$ cat config.mk
export PLATFORM = sky130hd
export DESIGN_NAME = mem_access_ctrl_flat
export DESIGN_NICKNAME = d
export VERILOG_FILES = /design/src/rtl/mem_access_ctrl_pkg.sv /design/src/rtl/mem_access_ctrl_if.sv /design/src/rtl/mem_access_ctrl_sfr_range_check.sv /design/src/rtl/mem_access_ctrl.sv /design/src/flat_wrapper.sv
export SDC_FILE = /design/constraint.sdc
export NUM_CORES = 1
export LEC_CHECK = 0
export CORE_ASPECT_RATIO = 0.6
export CORE_MARGIN = 1.5
export CORE_UTILIZATION = 40
export CTS_CLUSTER_DIAMETER = 30
export DETAILED_ROUTE_END_ITERATION = 7
export REMOVE_ABC_BUFFERS = 1
export SLEW_MARGIN = 10
export SYNTH_ARGS = -nofsm -noshare
export SYNTH_HDL_FRONTEND = slang
export SYNTH_SLANG_ARGS = --single-unit
$ cat constraint.sdc
create_clock -name clk -period 2.35 [get_ports clk]
set_input_delay 0.5875 -clock clk [delete_from_list [all_inputs] [get_ports clk]]
set_output_delay 0.5875 -clock clk [all_outputs]
set_load 0.005 [all_outputs]
$ cat src/rtl/mem_access_ctrl_pkg.sv
// Shared op codes, FSM states and special-function register addresses for the
// data-RAM access controller.
package mem_ctrl_pkg;

    typedef enum logic [1:0] {
        OP_READ  = 2'b00,
        OP_WRITE = 2'b01,
        OP_FILL  = 2'b10,
        OP_COPY  = 2'b11
    } op_e;

    typedef enum logic [2:0] {
        IDLE,
        RD_ADDR,
        RD_DATA,
        WR,
        FILL,
        CP_RD,
        CP_WR,
        RESP
    } state_e;

    localparam logic [10:0] WREG_ADDR     = 11'h200;
    localparam logic [10:0] CARRY_ADDR    = 11'h201;
    localparam logic [10:0] ZERO_ADDR     = 11'h202;
    localparam logic [10:0] INDIRECT_ADDR = 11'h203;
    localparam logic [10:0] POINTER_ADDR  = 11'h204;

endpackage

$ cat src/rtl/mem_access_ctrl_if.sv
// Core-side command/response channel of the RAM access controller.
interface mem_access_ctrl_if #(
    parameter int ADDR_W = 11,
    parameter int DATA_W = 16
);
    logic              req_valid;
    logic              req_ready;
    logic [1:0]        req_op;
    logic [ADDR_W-1:0] req_addr;
    logic [ADDR_W-1:0] req_src;
    logic [ADDR_W-1:0] req_len;
    logic [DATA_W-1:0] req_wdata;
    logic              rsp_valid;
    logic [DATA_W-1:0] rsp_data;
    logic              rsp_err;

    modport master (
        output req_valid, req_op, req_addr, req_src, req_len, req_wdata,
        input  req_ready, rsp_valid, rsp_data, rsp_err
    );

    modport slave (
        input  req_valid, req_op, req_addr, req_src, req_len, req_wdata,
        output req_ready, rsp_valid, rsp_data, rsp_err
    );
endinterface

$ cat src/rtl/mem_access_ctrl_sfr_range_check.sv
// Flags whether the wrapping address range [base, base+len-1] touches the
// special-function register window.
module sfr_range_check #(
    parameter int                 ADDR_W   = 11,
    parameter logic [ADDR_W-1:0]  SFR_BASE = 'h200,
    parameter int                 SFR_SIZE = 16
) (
    input  logic [ADDR_W-1:0] base,
    input  logic [ADDR_W-1:0] len,
    output logic              hit
);
    localparam logic [ADDR_W:0] SIZE = (ADDR_W+1)'(SFR_SIZE);

    logic [ADDR_W-1:0] to_win;
    logic [ADDR_W-1:0] into_win;

    // Either the range starts inside the window, or walking forward from base
    // (modulo the address space) reaches the window start before len runs out.
    assign to_win   = SFR_BASE - base;
    assign into_win = base - SFR_BASE;
    assign hit      = (len != '0) && ((to_win < len) || ({1'b0, into_win} < SIZE));
endmodule

$ cat src/rtl/mem_access_ctrl.sv
// Initiator-side data-RAM controller: single read/write, block fill and block
// copy, hiding the RAM's one-cycle synchronous read latency from the core.
module mem_access_ctrl
    import mem_ctrl_pkg::*;
#(
    parameter int                ADDR_W   = 11,
    parameter int                DATA_W   = 16,
    parameter logic [ADDR_W-1:0] SFR_BASE = 'h200,
    parameter int                SFR_SIZE = 16
) (
    input  logic                clk,
    input  logic                reset_bar,
    mem_access_ctrl_if.slave    bus,
    output logic                busy,
    output logic [ADDR_W-1:0]   mem_addr,
    output logic [DATA_W-1:0]   mem_wdata,
    output logic                mem_we,
    input  logic [DATA_W-1:0]   mem_rdata
);
    state_e            state;
    op_e               op;
    logic [ADDR_W-1:0] dst, src, cnt;
    logic [DATA_W-1:0] wdata_q;
    logic              ready_q, rsp_valid_q, rsp_err_q;
    logic [DATA_W-1:0] rsp_data_q;
    logic              dst_hit, src_hit, reject;

    assign op = op_e'(bus.req_op);

    sfr_range_check #(.ADDR_W(ADDR_W), .SFR_BASE(SFR_BASE), .SFR_SIZE(SFR_SIZE)) u_dst_chk (
        .base (bus.req_addr),
        .len  (bus.req_len),
        .hit  (dst_hit)
    );

    sfr_range_check #(.ADDR_W(ADDR_W), .SFR_BASE(SFR_BASE), .SFR_SIZE(SFR_SIZE)) u_src_chk (
        .base (bus.req_src),
        .len  (bus.req_len),
        .hit  (src_hit)
    );

    assign reject = ((op == OP_FILL) && dst_hit) ||
                    ((op == OP_COPY) && (dst_hit || src_hit));

    // Copy data comes straight from the RAM output, which is valid during CP_WR
    // but not yet at the edge that enters CP_WR.
    assign mem_wdata = (state == CP_WR) ? mem_rdata : wdata_q;

    assign bus.req_ready = ready_q;
    assign bus.rsp_valid = rsp_valid_q;
    assign bus.rsp_data  = rsp_data_q;
    assign bus.rsp_err   = rsp_err_q;

    always_ff @(posedge clk or negedge reset_bar) begin
        if (!reset_bar) begin
            state       <= IDLE;
            dst         <= '0;
            src         <= '0;
            cnt         <= '0;
            wdata_q     <= '0;
            mem_addr    <= '0;
            mem_we      <= 1'b0;
            ready_q     <= 1'b1;
            busy        <= 1'b0;
            rsp_valid_q <= 1'b0;
            rsp_err_q   <= 1'b0;
            rsp_data_q  <= '0;
        end else begin
            case (state)
                IDLE: begin
                    if (bus.req_valid) begin
                        ready_q <= 1'b0;
                        busy    <= 1'b1;
                        dst     <= bus.req_addr;
                        src     <= bus.req_src;
                        cnt     <= bus.req_len;
                        wdata_q <= bus.req_wdata;
                        case (op)
                            OP_READ: begin
                                mem_addr <= bus.req_addr;
                                state    <= RD_ADDR;
                            end
                            OP_WRITE: begin
                                mem_addr <= bus.req_addr;
                                mem_we   <= 1'b1;
                                state    <= WR;
                            end
                            default: begin
                                if (reject || bus.req_len == '0) begin
                                    rsp_valid_q <= 1'b1;
                                    rsp_err_q   <= reject;
                                    state       <= RESP;
                                end else if (op == OP_FILL) begin
                                    mem_addr <= bus.req_addr;
                                    mem_we   <= 1'b1;
                                    state    <= FILL;
                                end else begin
                                    mem_addr <= bus.req_src;
                                    state    <= CP_RD;
                                end
                            end
                        endcase
                    end
                end
                RD_ADDR: state <= RD_DATA;
                RD_DATA: begin
                    rsp_data_q  <= mem_rdata;
                    rsp_valid_q <= 1'b1;
                    state       <= RESP;
                end
                WR: begin
                    mem_we      <= 1'b0;
                    rsp_valid_q <= 1'b1;
                    state       <= RESP;
                end
                FILL: begin
                    if (cnt == 1) begin
                        mem_we      <= 1'b0;
                        rsp_valid_q <= 1'b1;
                        state       <= RESP;
                    end else begin
                        dst      <= dst + 1'b1;
                        mem_addr <= dst + 1'b1;
                        cnt      <= cnt - 1'b1;
                    end
                end
                CP_RD: begin
                    mem_addr <= dst;
                    mem_we   <= 1'b1;
                    state    <= CP_WR;
                end
                CP_WR: begin
                    mem_we <= 1'b0;
                    if (cnt == 1) begin
                        rsp_valid_q <= 1'b1;
                        state       <= RESP;
                    end else begin
                        src      <= src + 1'b1;
                        dst      <= dst + 1'b1;
                        cnt      <= cnt - 1'b1;
                        mem_addr <= src + 1'b1;
                        state    <= CP_RD;
                    end
                end
                RESP: begin
                    rsp_valid_q <= 1'b0;
                    rsp_err_q   <= 1'b0;
                    rsp_data_q  <= '0;
                    ready_q     <= 1'b1;
                    busy        <= 1'b0;
                    state       <= IDLE;
                end
                default: begin
                    mem_we  <= 1'b0;
                    ready_q <= 1'b1;
                    busy    <= 1'b0;
                    state   <= IDLE;
                end
            endcase
        end
    end
endmodule

$ cat src/flat_wrapper.sv
// flat-port wrapper written by rule: the top's interface ports become plain ports
module mem_access_ctrl_flat import mem_ctrl_pkg::*;
#(
    parameter int                ADDR_W   = 11,
    parameter int                DATA_W   = 16,
    parameter logic [ADDR_W-1:0] SFR_BASE = 'h200,
    parameter int                SFR_SIZE = 16
)
  (clk, reset_bar, busy, mem_addr, mem_wdata, mem_we, mem_rdata, bus_req_valid, bus_req_op, bus_req_addr, bus_req_src, bus_req_len, bus_req_wdata, bus_req_ready, bus_rsp_valid, bus_rsp_data, bus_rsp_err);
  mem_access_ctrl_if #(.ADDR_W(ADDR_W), .DATA_W(DATA_W)) bus_i ();
  input  logic clk;
  input  logic reset_bar;
  output logic busy;
  output logic [ADDR_W-1:0] mem_addr;
  output logic [DATA_W-1:0] mem_wdata;
  output logic mem_we;
  input  logic [DATA_W-1:0] mem_rdata;
  input wire logic [$bits(bus_i.req_valid)-1:0] bus_req_valid;
  input wire logic [$bits(bus_i.req_op)-1:0] bus_req_op;
  input wire logic [$bits(bus_i.req_addr)-1:0] bus_req_addr;
  input wire logic [$bits(bus_i.req_src)-1:0] bus_req_src;
  input wire logic [$bits(bus_i.req_len)-1:0] bus_req_len;
  input wire logic [$bits(bus_i.req_wdata)-1:0] bus_req_wdata;
  output wire logic [$bits(bus_i.req_ready)-1:0] bus_req_ready;
  output wire logic [$bits(bus_i.rsp_valid)-1:0] bus_rsp_valid;
  output wire logic [$bits(bus_i.rsp_data)-1:0] bus_rsp_data;
  output wire logic [$bits(bus_i.rsp_err)-1:0] bus_rsp_err;
  assign bus_i.req_valid = bus_req_valid;
  assign bus_i.req_op = bus_req_op;
  assign bus_i.req_addr = bus_req_addr;
  assign bus_i.req_src = bus_req_src;
  assign bus_i.req_len = bus_req_len;
  assign bus_i.req_wdata = bus_req_wdata;
  assign bus_req_ready = bus_i.req_ready;
  assign bus_rsp_valid = bus_i.rsp_valid;
  assign bus_rsp_data = bus_i.rsp_data;
  assign bus_rsp_err = bus_i.rsp_err;
  mem_access_ctrl #(.ADDR_W(ADDR_W), .DATA_W(DATA_W), .SFR_BASE(SFR_BASE), .SFR_SIZE(SFR_SIZE)) u_core (.clk(clk), .reset_bar(reset_bar), .bus(bus_i), .busy(busy), .mem_addr(mem_addr), .mem_wdata(mem_wdata), .mem_we(mem_we), .mem_rdata(mem_rdata));
endmodule
# Yosys cells after proc, flatten, opt, wreduce, memory -nomap -nowiden
# Index checks and enable logic that the tools add are counted.
[totals]
ff_bits = 84
latch_bits = 0
ram_bits = 0
rom_bits = 0
in_bits = 70
output_inout_bits = 48
word_cells = 121
mem_count = 0
[classes]
add_sub_neg = 7
mul = 0
div = 0
n_lt_le_gt_ge = 4
eq_ne = 23
n_shift = 0
muxes = 42
bitwise_logic = 0
n_reduce_logical = 33
[ops]
columns = ["op", "count"]
rows = [
  ["two-way mux 11 bit", 10],
  ["one-hot mux 11 bit (2 select lines)", 3],
  ["one-hot mux 11 bit (4 select lines)", 1],
  ["one-hot mux 16 bit (2 select lines)", 1],
  ["adder 11 x 1 -> 11 bit, second input constant", 2],
  ["less-than comparator 11 bit", 2],
  ["less-than comparator 11 x 5 -> 1 bit, second input constant", 2],
  ["subtractor 10 x 11 -> 11 bit, first input constant", 2],
  ["subtractor 11 x 10 -> 11 bit, second input constant", 2],
  ["one-hot mux 3 bit (7 select lines)", 1],
  ["two-way mux 16 bit", 1],
  ["two-way mux 1 bit", 14],
  ["equality test 3 bit, second input constant", 4],
  ["inequality test 2 bit, second input constant", 6],
  ["nonzero test 4 bit", 3],
  ["equality test 11 x 1 -> 1 bit, second input constant", 1],
  ["zero test 11 bit", 1],
  ["nonzero test 11 bit", 1],
  ["subtractor 11 x 1 -> 11 bit, second input constant", 1],
  ["AND reduction 5 bit", 2],
  ["two-way mux 3 bit", 3],
  ["one-hot mux 1 bit (2 select lines)", 4],
  ["one-hot mux 1 bit (4 select lines)", 2],
  ["nonzero test 2 bit", 4],
  ["18 further kinds", 36],
]

# Depth between registers and ports, before layout
[depth]
depth_word = 12
depth_mapped = 14
ltp_nobuf = 13

# Cells and area by module
# A second synthesis with hierarchy kept.
[hier_totals]
hier_cells = 737
area_unflattened_um2 = 6029.5
[modules_own_cells]
columns = ["mod", "n_inst", "cells_per_inst", "area_each_um2", "seq_area_each_um2"]
rows = [
  ["mem_access_ctrl", 1, 609, 5103.6, 2103.3],
  ["sfr_range_check", 2, 64, 462.9, 0.0],
]

# Least setup slack after synthesis
# Ideal clock, no wire load.
[synth_timing]
kind = "input -> register"
start = "input bus_req_src[0]"
end = "register u_core.mem_addr[1]"
setup_ns = 0.127
t_arrival_ns = 3.058
t_required_ns = 2.223
setup_slack_ns = -0.836
cell_stages = 14
path_buffers = 1
path_cell_list = "inv_1 -> ha_1 -> nand2_1 -> or3_1 -> nor3_1 -> xnor2_1 -> ha_1 -> nand4_1 -> nor2_1 -> a2111oi_2 -> a21oi_1 -> a21oi_2 -> buf_6 -> mux2_1"
[synth_via]
elab_chain_len = 10
word_cells_on_any_way = 12
cone_classes = "add/sub (2); order compare (2); eq/ne (1); reduce/logical (7)"
[synth_rtl]
columns = ["item", "line_no", "source"]
rows = [
  ["from (decl)", "flat_wrapper.sv:21", "input wire logic [$bits(bus_i.req_src)-1:0] bus_req_src;"],
  ["subtractor 10 x 11 -> 11 bit or subtractor 11 x 10 -> 11 bit (tied branches)", "mem_access_ctrl_sfr_range_check.sv:19, mem_access_ctrl_sfr_range_check.sv:20", ""],
  ["less-than comparator 11 bit or less-than comparator 11 x 5 -> 1 bit (tied branches)", "mem_access_ctrl_sfr_range_check.sv:21", "assign hit = (len != '0) && ((to_win < len) || ({1'b0, into_win} < SIZE));"],
  ["logical OR 1 bit (*)", "mem_access_ctrl_sfr_range_check.sv:21", ""],
  ["logical AND 1 bit (*)", "mem_access_ctrl_sfr_range_check.sv:21", ""],
  ["logical OR 1 bit (*)", "mem_access_ctrl.sv:43", "((op == OP_COPY) && (dst_hit || src_hit));"],
  ["logical AND 1 bit (*)", "mem_access_ctrl.sv:43", ""],
  ["logical OR 1 bit (*)", "mem_access_ctrl.sv:42", "assign reject = ((op == OP_FILL) && dst_hit) ||"],
  ["logical OR 1 bit (*)", "mem_access_ctrl.sv:89", "if (reject || bus.req_len == '0) begin"],
  ["inequality test 3 bit (no line) (*)", "n/a", ""],
  ["AND reduction 5 bit (no line) (*)", "n/a", ""],
  ["to (signal assigned)", "mem_access_ctrl.sv:84", "mem_addr <= bus.req_addr;"],
  ["to (signal assigned)", "mem_access_ctrl.sv:94", "mem_addr <= bus.req_addr;"],
  ["to (signal assigned)", "mem_access_ctrl.sv:98", "mem_addr <= bus.req_src;"],
  ["to (decl)", "mem_access_ctrl.sv:15", "output logic [ADDR_W-1:0] mem_addr,"],
]
# Mark *: on every way between the ends. The rest lies on a longest branch, timed or not.
# A chain may end at the register's enable or synchronous reset.

# Worst setup path in the final report
[layout_timing]
start = "input bus_req_src[0]"
end = "register u_core.mem_addr[4]"
# The elaborated chain is that of the path after synthesis.

==> results.json <==
{
  "drt_wl_total_mm": 22.7,
  "cts-root-buf": "clkbuf_16",
  "r2r_slack_ps": 70,
  "critPathMaxStageDelay_ps": 360,
  "clock_skew_ps": 8.25,
  "grt_max_degree": 42,
  "grt_usage_pct": 28.9,
  "clkTransAtPathRegs_ps": 70,
  "insertion_delay_ps": 350,
  "synth_common_cells": "nand2_1 (154), dfrtp_1 (83), nor2_1 (60)",
  "setup_viol": 16,
  "core_mm2": 0.0145,
  "hp-class": "in -> async",
  "path_buf_inv": 4,
  "die_width_um": 160,
  "finalHoldViolations": 0,
  "worstMarginPinSlew_ps": 659,
  "dieHeight_um": 97.5,
  "synthArstFlopShare_pct": 100,
  "first_pass_iters": 7,
  "cts_tree": "built",
  "diodes": 0,
  "whs_ps": 169,
  "peakVddDrop_mv": 0.551,
  "max_freq_mhz": 329,
  "initial_core_util_pct": 41.0,
  "yosysWarnings": 0,
  "cts_sinks": 84,
  "rr_startpoint": "u_core.state[0]",
  "syn_area_mm2": 0.00595,
  "antenna_found_initial": 0,
  "finalCriticalPeriod_ps": 3040,
  "synth-seq-cells": 84,
  "crit_family": "compound AO/OA/AOI/OAI gates",
  "reg2reg_to": "u_core.mem_addr[4]",
  "seq_area_frac_synth_pct": 35.3,
  "synth_top_area_share_pct": 34.9,
  "path_cells": "buf_8 > inv_6 > ha_4 > nand2_4 > or3_4 > buf_6 > xor2_2 > ha_1 > a21oi_2 > nor2_2 > a2111oi_4 > a21oi_2 > a21oi_4 > clkbuf_16 > mux2_4",
  "cp.arrival_ps": 3270,
  "hpwlAfterDp_mm": 16.5,
  "violations": "negative setup slack",
  "crit_fanout": 5,
  "synth_ff_type": "dfrtp_1",
  "maxSlewHeadroom_pct": 56.0,
  "synth.distinct_cells": 68,
  "power_density_mw_per_mm2": 1170,
  "worstPathRequired_ps": 2580,
  "final.setup.worst_slack_ps": -690,
  "rr_worst_depth": 8,
  "rows": 34,
  "final_antenna_net_count": 0,
  "final_core_util_pct": 62.3,
  "pin_count": 118,
  "crit_path_end_kind": "flip-flop",
  "area.growth.synth_to_final_pct": 51.9,
  "nets": 1060,
  "critPathKind": "in -> reg",
  "first_global_vias": 6383,
  "rsz0062_at_grt": "yes",
  "maxSlewViolCount": 0,
  "place_congestion": 0.924,
  "cts_made_buffers": 9,
  "synth_most_common_cell": "nand2_1",
  "wl_per_cell_um": 19.5,
  "vias_per_cell": 5.77,
  "globalRouteOverflowTotal": 0,
  "num_vias": 6728,
  "cap_violations": 0,
  "num-fill-cells": 1231,
  "htree_num_levels": 3,
  "start_kind": "input pin",
  "drc": 0,
  "cpMaxStageDelayCell": "or3_4",
  "avgSynthCellArea_um2": 8.03,
  "seq_area_mm2": 0.00210,
  "clock_path_buffers": 2,
  "multiInputGateArea_mm2": 0.00396,
  "cp_common_cell": "a21oi_2",
  "leakage_nw": 4.01,
  "synth-edff-count": 0,
  "synth_area_leaders": "dfrtp_1 (35%), nand2_1 (9.7%), ha_1 (5.5%)",
  "die_area_mm2": 0.0156,
  "period_share_pct": 129,
  "ctsHoldBuffers": 0,
  "synth_cells": 741,
  "first_iter_violations": 734,
  "port_buffers": 117,
  "outcome": "finished with violations",
  "synth_top_area_cell": "dfrtp_1",
  "drive_gt1_share_pct": 25.6,
  "cp_num_cells": 15,
  "grt_pass1_wl_mm": 35.1
}
[worst register-to-register path, cell delays in order, from the launching register on]
cell and delay, ps:
dfrtp_2 450, buf_4 330, nand2_1 210, nand2_1 230, o22ai_1 120, buf_4 170
a21oi_4 180, clkbuf_16 190, mux2_4 300
[cell families (layout without fill, tap and decap cells)]
kind of cell	Yosys count	in the layout	synth area share, %
AOI/OAI and AO/OA	197	197	20.6
xor gates and xnor gates	31	31	4.56
and+or+nand+nor	321	321	25.6
muxes	21	21	3.78
buffers and inverters	61	289	4.65
DFF	84	84	35.3
adders and majority gates	26	26	5.47
[layout by cell type (no fill, tap or decap), types with 6 or more instances in the layout]
cell type,n
buf_4,109
nand3_2,7
clkdlybuf4s50_1,82
xnor2_1,21
ha_1,23
nor2b_1,7
o21ai_0,55
nor4_1,6
o22ai_1,9
nand2_1,149
buf_6,19
buf_12,7
nor2_1,55
nand4_1,7
nand3_1,22
dfrtp_1,82
mux2i_1,9
clkbuf_16,10
inv_1,16
xor2_1,6
a31oi_1,6
mux2_4,10
a22oi_1,23
a21oi_1,55
dlygate4sd2_1,19
nor3_1,14
[layer usage]
layer	vias up	part of all wire (%)	GRT usage [%]
li1	3088	-	-
met1	3310	47	44.5
met2	298	43	41.5
met3	32	8.2	5.04
met4	0	1.2	6.69
met5	-	0	0
[per-stage QoR]
| stage | cells | area (um2) | setup TNS (ps) | power, mW | setup WS, ps |
|---|---|---|---|---|---|
| 2_1_floorplan | 702 | 5760 | -40610 | 5.70 | -991 |
| 3_3_place_gp | 1118 | 8020 | -20530 | 8.36 | -1400 |
| 3_5_place_dp | 1118 | 8020 | -22570 | 8.55 | -1490 |
| 4_1_cts | 1163 | 8730 | -10720 | 10.4 | -741 |
| 5_1_grt | 1167 | 9040 | -10530 | 11.3 | -743 |
| 6_report | 1167 | 9040 | -9730 | 10.5 | -690 |
[sequential cells by signal, summed over array words and instances (netlist names)]
| register | flops |
|---|---|
| u_core.bus.req_ready | 1 |
| u_core.bus.rsp_data | 16 |
| u_core.bus.rsp_err | 1 |
| u_core.bus.rsp_valid | 1 |
| u_core.busy | 1 |
| u_core.cnt | 11 |
| u_core.dst | 11 |
| u_core.mem_addr | 11 |
| u_core.mem_we | 1 |
| u_core.src | 11 |
| u_core.state | 3 |
| u_core.wdata_q | 16 |
[power breakdown]
| group | switching (mW) | leakage, nW | internal (mW) |
|---|---|---|---|
| Sequential | 0.720 | 1.02 | 2.17 |
| Combinational | 3.27 | 2.85 | 2.99 |
| Clock | 0.656 | 0.139 | 0.736 |
| Total | 4.65 | 4.01 | 5.90 |
[area by class of cell]
class / instances / share of cell area [%]
flip-flops and latches: 84 / 23.3
inverters: 22 / 1.11
multi-input cells: 596 / 43.8
repair buffers: 251 / 25.9
clock inverters: 7 / 0.651
clock buffers: 9 / 2.49
well taps: 198 / 2.74
[how the worst max path moves through the flow]
stage | endpoint | startpoint | slack, ps
after floorplan | u_core.mem_addr[0] | bus_req_src[0] | -990
after global placement | u_core.mem_addr[0] | bus_req_src[0] | -1400
after detailed placement | u_core.mem_addr[0] | bus_req_src[1] | -1490
after CTS | u_core.mem_addr[9] | bus_req_src[1] | -740
after global routing | u_core.mem_addr[2] | bus_req_src[0] | -740
final | u_core.mem_addr[4] | bus_req_src[0] | -690
[repair_timing]
item	in CTS	in global routing
resized for setup	102	70
setup buffers	27	10
pin swaps	26	35
cloned	2	0
endpoints found under the setup margin	33	18
endpoints found under the hold margin	0	0
Note: power is estimated with default switching activity, not from simulation.
